$ cat src/rtl/conv_tile_loader_if.sv
// Pixel-stream in / tile-stream out handshake bundle for conv_tile_loader.
// pixel_sof exists only when CONV_TILE_LOADER_SOF_EN is defined.
interface conv_tile_loader_if #(
  parameter int PIX_W = 16
);
  logic [PIX_W-1:0]    pixel_in;
  logic                pixel_valid;
  logic                pixel_ready;
`ifdef CONV_TILE_LOADER_SOF_EN
  logic                pixel_sof;
`endif
  logic [36*PIX_W-1:0] tile_out;
  logic                tile_valid;
  logic                tile_ready;
  logic [7:0]          tile_x;
  logic [7:0]          tile_y;
  logic                frame_done;

  // master: the loader itself; slave: the surrounding pixel source / tile sink
  modport master (
`ifdef CONV_TILE_LOADER_SOF_EN
    input  pixel_sof,
`endif
    input  pixel_in, pixel_valid, tile_ready,
    output pixel_ready, tile_out, tile_valid, tile_x, tile_y, frame_done
  );

  modport slave (
`ifdef CONV_TILE_LOADER_SOF_EN
    output pixel_sof,
`endif
    output pixel_in, pixel_valid, tile_ready,
    input  pixel_ready, tile_out, tile_valid, tile_x, tile_y, frame_done
  );
endinterface

$ cat src/rtl/conv_tile_loader.sv
// Buffers a 6-row band of a raster pixel stream and emits overlapping 6x6 tiles at stride 4; CONV_TILE_LOADER_SOF_EN adds pixel_sof restart.
// Latency: first tile the cycle after a band's last pixel; pixel_ready is low while tiles drain, tiles hold while tile_ready=0.
module conv_tile_loader #(
  parameter int IMG_W = 18,
  parameter int IMG_H = 18,
  parameter int PIX_W = 16
) (
  input  logic                clk,
  input  logic                rst_n,
  conv_tile_loader_if.master  bus
);

  localparam int TILES_X = (IMG_W - 2) / 4;
  localparam int TILES_Y = (IMG_H - 2) / 4;
  localparam int CW      = $clog2(IMG_W);

  typedef enum logic {FILL, EMIT} state_t;

  state_t              state, state_n;
  logic [PIX_W-1:0]    band [6][IMG_W];
  logic [2:0]          wr_row;
  logic [CW-1:0]       wr_col;
  logic [7:0]          tile_x, tile_y;
  logic                pixel_ready_q;
  logic                frame_done_q;

  logic                pix_acc, sof, row_end, last_pix;
  logic                tile_hs, last_x, last_y, band_done;
  logic [2:0]          st_row;
  logic [CW-1:0]       st_col;
  logic [CW-1:0]       col_base;
  logic [36*PIX_W-1:0] tile_dat;

  always_comb begin
    state_n  = state;
    pix_acc  = bus.pixel_valid && pixel_ready_q;
`ifdef CONV_TILE_LOADER_SOF_EN
    sof      = pix_acc && bus.pixel_sof;
`else
    sof      = 1'b0;
`endif
    row_end  = (wr_col == CW'(IMG_W - 1));
    last_pix = pix_acc && !sof && row_end && (wr_row == 3'd5);
    tile_hs  = (state == EMIT) && bus.tile_ready;
    last_x   = (tile_x == 8'(TILES_X - 1));
    last_y   = (tile_y == 8'(TILES_Y - 1));
    band_done = tile_hs && last_x;
    // a start-of-frame beat always lands at (0,0) regardless of the fill pointer
    st_row   = sof ? 3'd0 : wr_row;
    st_col   = sof ? '0 : wr_col;
    case (state)
      FILL:    if (last_pix)  state_n = EMIT;
      EMIT:    if (band_done) state_n = FILL;
      default: state_n = FILL;
    endcase
  end

  always_ff @(posedge clk or negedge rst_n) begin
    if (!rst_n) begin
      state         <= FILL;
      wr_row        <= 3'd0;
      wr_col        <= '0;
      tile_x        <= 8'd0;
      tile_y        <= 8'd0;
      pixel_ready_q <= 1'b0;
      frame_done_q  <= 1'b0;
    end else begin
      state         <= state_n;
      pixel_ready_q <= (state_n == FILL);
      frame_done_q  <= band_done && last_y;
      if (pix_acc) begin
        if (sof) begin
          wr_row <= 3'd0;
          wr_col <= CW'(1);
          tile_x <= 8'd0;
          tile_y <= 8'd0;
        end else if (row_end) begin
          wr_col <= '0;
          wr_row <= (wr_row == 3'd5) ? 3'd0 : wr_row + 3'd1;
        end else begin
          wr_col <= wr_col + CW'(1);
        end
      end
      if (tile_hs) begin
        if (!last_x) begin
          tile_x <= tile_x + 8'd1;
        end else begin
          tile_x <= 8'd0;
          tile_y <= last_y ? 8'd0 : tile_y + 8'd1;
          // next band reuses the two overlap rows, so refill starts at row 2
          wr_row <= last_y ? 3'd0 : 3'd2;
        end
      end
    end
  end

  // band storage carries no reset: every location is rewritten before it is read
  always_ff @(posedge clk) begin
    if (pix_acc) begin
      band[st_row][st_col] <= bus.pixel_in;
    end
    if (band_done && !last_y) begin
      for (int c = 0; c < IMG_W; c++) begin
        band[0][c] <= band[4][c];
        band[1][c] <= band[5][c];
      end
    end
  end

  always_comb begin
    col_base = CW'({tile_x, 2'b00});
    tile_dat = '0;
    if (state == EMIT) begin
      for (int r = 0; r < 6; r++) begin
        for (int c = 0; c < 6; c++) begin
          tile_dat[(r*6+c)*PIX_W +: PIX_W] = band[r][col_base + CW'(c)];
        end
      end
    end
  end

  assign bus.pixel_ready = pixel_ready_q;
  assign bus.tile_valid  = (state == EMIT);
  assign bus.tile_out    = tile_dat;
  assign bus.tile_x      = tile_x;
  assign bus.tile_y      = tile_y;
  assign bus.frame_done  = frame_done_q;

endmodule

$ cat src/flat_wrapper.sv
// flat-port wrapper written by rule: the top's interface ports become plain ports
module conv_tile_loader_flat 
#(
  parameter int IMG_W = 18,
  parameter int IMG_H = 18,
  parameter int PIX_W = 16
)
  (clk, rst_n, bus_pixel_in, bus_pixel_valid, bus_tile_ready, bus_pixel_ready, bus_tile_out, bus_tile_valid, bus_tile_x, bus_tile_y, bus_frame_done);
  conv_tile_loader_if #(.PIX_W(PIX_W)) bus_i ();
  input  logic clk;
  input  logic rst_n;
  input wire logic [$bits(bus_i.pixel_in)-1:0] bus_pixel_in;
  input wire logic [$bits(bus_i.pixel_valid)-1:0] bus_pixel_valid;
  input wire logic [$bits(bus_i.tile_ready)-1:0] bus_tile_ready;
  output wire logic [$bits(bus_i.pixel_ready)-1:0] bus_pixel_ready;
  output wire logic [$bits(bus_i.tile_out)-1:0] bus_tile_out;
  output wire logic [$bits(bus_i.tile_valid)-1:0] bus_tile_valid;
  output wire logic [$bits(bus_i.tile_x)-1:0] bus_tile_x;
  output wire logic [$bits(bus_i.tile_y)-1:0] bus_tile_y;
  output wire logic [$bits(bus_i.frame_done)-1:0] bus_frame_done;
  assign bus_i.pixel_in = bus_pixel_in;
  assign bus_i.pixel_valid = bus_pixel_valid;
  assign bus_i.tile_ready = bus_tile_ready;
  assign bus_pixel_ready = bus_i.pixel_ready;
  assign bus_tile_out = bus_i.tile_out;
  assign bus_tile_valid = bus_i.tile_valid;
  assign bus_tile_x = bus_i.tile_x;
  assign bus_tile_y = bus_i.tile_y;
  assign bus_frame_done = bus_i.frame_done;
  conv_tile_loader #(.IMG_W(IMG_W), .IMG_H(IMG_H), .PIX_W(PIX_W)) u_core (.clk(clk), .rst_n(rst_n), .bus(bus_i));
endmodule
$ cat config.mk
export PLATFORM = sky130hd
export DESIGN_NAME = conv_tile_loader_flat
export DESIGN_NICKNAME = d
export VERILOG_FILES = /design/src/rtl/conv_tile_loader_if.sv /design/src/rtl/conv_tile_loader.sv /design/src/flat_wrapper.sv
export SDC_FILE = /design/constraint.sdc
export NUM_CORES = 2
export LEC_CHECK = 0
export BUFFER_PORTS_ARGS = -buffer_cell sky130_fd_sc_hd__buf_2
export CELL_PAD_IN_SITES_DETAIL_PLACEMENT = 0
export CELL_PAD_IN_SITES_GLOBAL_PLACEMENT = 1
export CORE_ASPECT_RATIO = 0.6
export CORE_MARGIN = 8
export CORE_UTILIZATION = 50
export DETAILED_ROUTE_END_ITERATION = 7
export GPL_ROUTABILITY_DRIVEN = 1
export PLACE_DENSITY_LB_ADDON = 0.1
export REMOVE_ABC_BUFFERS = 1
export SETUP_SLACK_MARGIN = 0.3
export SKIP_LAST_GASP = 1
export SLEW_MARGIN = 20
export SYNTH_ARGS = -nofsm -noshare
export SYNTH_HDL_FRONTEND = slang
export SYNTH_SLANG_ARGS = --single-unit
$ cat constraint.sdc
create_clock -name clk -period 3.5 [get_ports clk]
set_input_delay 0.525 -clock clk [delete_from_list [all_inputs] [get_ports clk]]
set_output_delay 0.525 -clock clk [all_outputs]
set_load 0.005 [all_outputs]
==> results.sh <==
export IMPL_synth_top_cell_by_area="edfxtp_1"
export IMPL_layout_commonest_cell="edfxtp_1"
export IMPL_io_buffer_count=614
export IMPL_die_y_um=322
export IMPL_mostFrequentLayoutCells="1728 x edfxtp_1, 579 x a21o_1, 576 x mux4_2, 566 x buf_2, 346 x a22o_1"
export IMPL_drv_slew=0
export IMPL_die_width_um=525
export IMPL_nets=4994
export IMPL_seq_area_frac_synth_pct=67.6
export IMPL_cap_violations=0
export IMPL_first_global_vias=45200
export IMPL_cts_max_level=4
export IMPL_synth_area_per_cell_um2=18.9
export IMPL_worst_pin_slew_ns=1.13
export IMPL_drc=0
export IMPL_hold_slack_ns=0.0565
export IMPL_hold_viol=0
export IMPL_synth_edff_count=1728
export IMPL_netlist_instances=4122
export IMPL_power_density_nw_per_um2=465
export IMPL_std_cell_rows=112
export IMPL_clock_fmax_mhz=287
export IMPL_postLayoutCellArea_um2=94900
export IMPL_hp_class="in -> reg"
export IMPL_clk_latency_ns=0.80
export IMPL_grt_usage_pct=28.9
export IMPL_postRouteAntennaNets=0
export IMPL_fp_coreArea_um2=155000
export IMPL_grt_pass1_wl_um=350000
export IMPL_hold_depth=1
export IMPL_period_share_pct=99.5
export IMPL_rr_startpoint="u_core.bus.tile_x[0]$_DFFE_PN0N_"
export IMPL_slew_headroom_pct=24.6
export IMPL_endpoint_kind="output port"
export IMPL_area_growth_pct=21.9
export IMPL_grt_use_met2_pct=45.4
export IMPL_cp_max_fo=6
export IMPL_critPathLaunch="u_core.bus.tile_x[1]$_DFFE_PN0N_"
export IMPL_synth_top_cell_area_share_pct=66.7
export IMPL_cts_tree="yes"
export IMPL_placed_cell_area_um2=84300
export IMPL_synthTopCellsByArea="edfxtp_1 67%, mux4_2 17%, a21o_1 5.6%"
export IMPL_reg2regPathDepth=7
export IMPL_grt_max_degree=149
export IMPL_setup_viol=0
export IMPL_arrival_ns=2.96
export IMPL_synth_ff_type="edfxtp_1"
export IMPL_viasPerCell=6.71
export IMPL_async_flop_share_pct=1.54
export IMPL_drive_above_1_share_pct=39.0
export IMPL_min_period_ns=3.48
export IMPL_run_status="completed"
export IMPL_clkSinkCount=1755
export IMPL_clk_pin_slew_worst_paths_ns=0.07
export IMPL_start_util_pct=50.2
export IMPL_synth_cell_type_count=43
export IMPL_routed_wl_um=272000
export IMPL_routabilityCongestion=0.817
export IMPL_use_met1_pct=41.7
export IMPL_dieArea_um2=169000
export IMPL_ioPinCount=615
export IMPL_drtPass1Iterations=6
export IMPL_required_ns=2.97
export IMPL_fin_skew_ns=0.0243
export IMPL_antenna_found_initial=7
export IMPL_cts_buffers=164
export IMPL_use_met3_pct=5.70
export IMPL_cts_buffer_depth=3
export IMPL_hold_path_startpoint="bus_pixel_in[0]"
export IMPL_synth_seq_cells=1755
export IMPL_vdd_drop_max_uv=459
export IMPL_gr_total_overflow=0
export IMPL_worst_r2r_setup_slack_ns=0.50
export IMPL_routed_via_count=48000
export IMPL_wl_per_cell_um=38.0
export IMPL_drt_iter0_drc=6866
export IMPL_worstSetupStartpointType="register"
export IMPL_rsz0062_at_grt="yes"
export IMPL_cts_root_buf="clkbuf_16"
export IMPL_synth_cell_area_um2=77800
export IMPL_p_leak_uw=0.0350
export IMPL_ys_warn_count=0
export IMPL_grt_busiest_layer="met2"
export IMPL_critPathKind="reg -> out"
export IMPL_dp_hpwl_um=146000
export IMPL_finalPower_uw=44100
flip-flops by register name (all words and copies together) (netlist names):
name and cells:
u_core.band 1728, u_core.bus.frame_done 1, u_core.bus.pixel_ready 1, u_core.bus.tile_valid 1, u_core.bus.tile_x 8, u_core.bus.tile_y 8, u_core.st_col 5, u_core.st_row 3
synthesized netlist by cell type (all sizes together), types with 5 or more instances:
cell type and count:
a21boi 17, mux4 576, and2 197, nand4 7, and3 7, clkbuf 171, xnor2 11, nand2 35
ha 6, nor3 7, dfrtp 27, nand3 8, a21oi 7, a22o 385, nor2 81, edfxtp 1728
o21ai 38, inv 5, buf 203, a21o 579
logic make-up (layout without fill, tap and decap cells):
kind of cell,count (synthesis),count (layout),synth area share (%)
adders and majority gates,6,6,0.0965
and+or+nand+nor,362,362,2.56
AOI/OAI and AO/OA,1031,1031,10.5
xor gates and xnor gates,13,13,0.146
DFF,1755,1755,67.6
muxes,576,576,16.7
buffers and inverters,379,1361,2.47
other,0,1,0
area by class of cell:
type	count	area, um^2
fill	11200	60100
sequential	1755	52600
multi-input combinational	1988	24000
timing repair buffer	1054	10100
clock buffer	194	4330
tap	2052	2570
clock inverter	108	1200
inverter	5	18.8
antenna	1	2.50
metal layers:
metal / vias up / wire (um)
li1: 19000 / -
met1: 25500 / 109000
met2: 3164 / 127000
met3: 361 / 28600
met4: 0 / 8000
met5: - / 0
worst max-delay path, cell delays in order, from the launching register on:
cell and delay [ns]:
dfrtp_4 0.52, buf_16 0.16, clkbuf_16 0.15, nor3_4 0.28, buf_12 0.15, buf_16 0.15
buf_12 0.16, buf_16 0.14, a22o_1 0.26, buf_2 0.17
metrics by stage:
stage	setup WS [ns]	TNS, ns	util (%)	cells
2_1_floorplan	-57.75	-	-	3748
3_3_place_gp	0.442	0	54.4	6636
3_5_place_dp	0.453	0	54.4	6639
4_1_cts	-0.00803	-0.0148	58.9	6989
5_1_grt	-0.0353	-0.683	61.2	7156
6_report	0.0174	0	61.2	7157
timing repair:
action / 4_1_cts / 5_1_grt
cloned: 29 / 88
hold buffers: 2 / 0
endpoints found under the hold margin: 28 / 0
resized for setup: 64 / 185
endpoints found under the setup margin: 573 / 572
pin swaps: 2 / 68
setup buffers: 17 / 79
report_power, final:
part	total [uW]	internal, uW	switching (uW)
sequential	23500	23400	140
combinational	1760	513	1250
clock	18800	10700	8110
path summary, 6_finish.rpt:
check	end
min in group asynchronous	u_core.bus.frame_done$_DFF_PN0_
worst max register to register	u_core.band[0][80]$_DFFE_PP_
max in group asynchronous	u_core.bus.tile_x[1]$_DFFE_PN0N_
worst min-delay path	u_core.band[3][240]$_DFFE_PP_
worst max-delay path	bus_tile_out[487]
worst min register to register	u_core.bus.tile_x[7]$_DFFE_PN0N_
(Power assumes the default switching activity.)
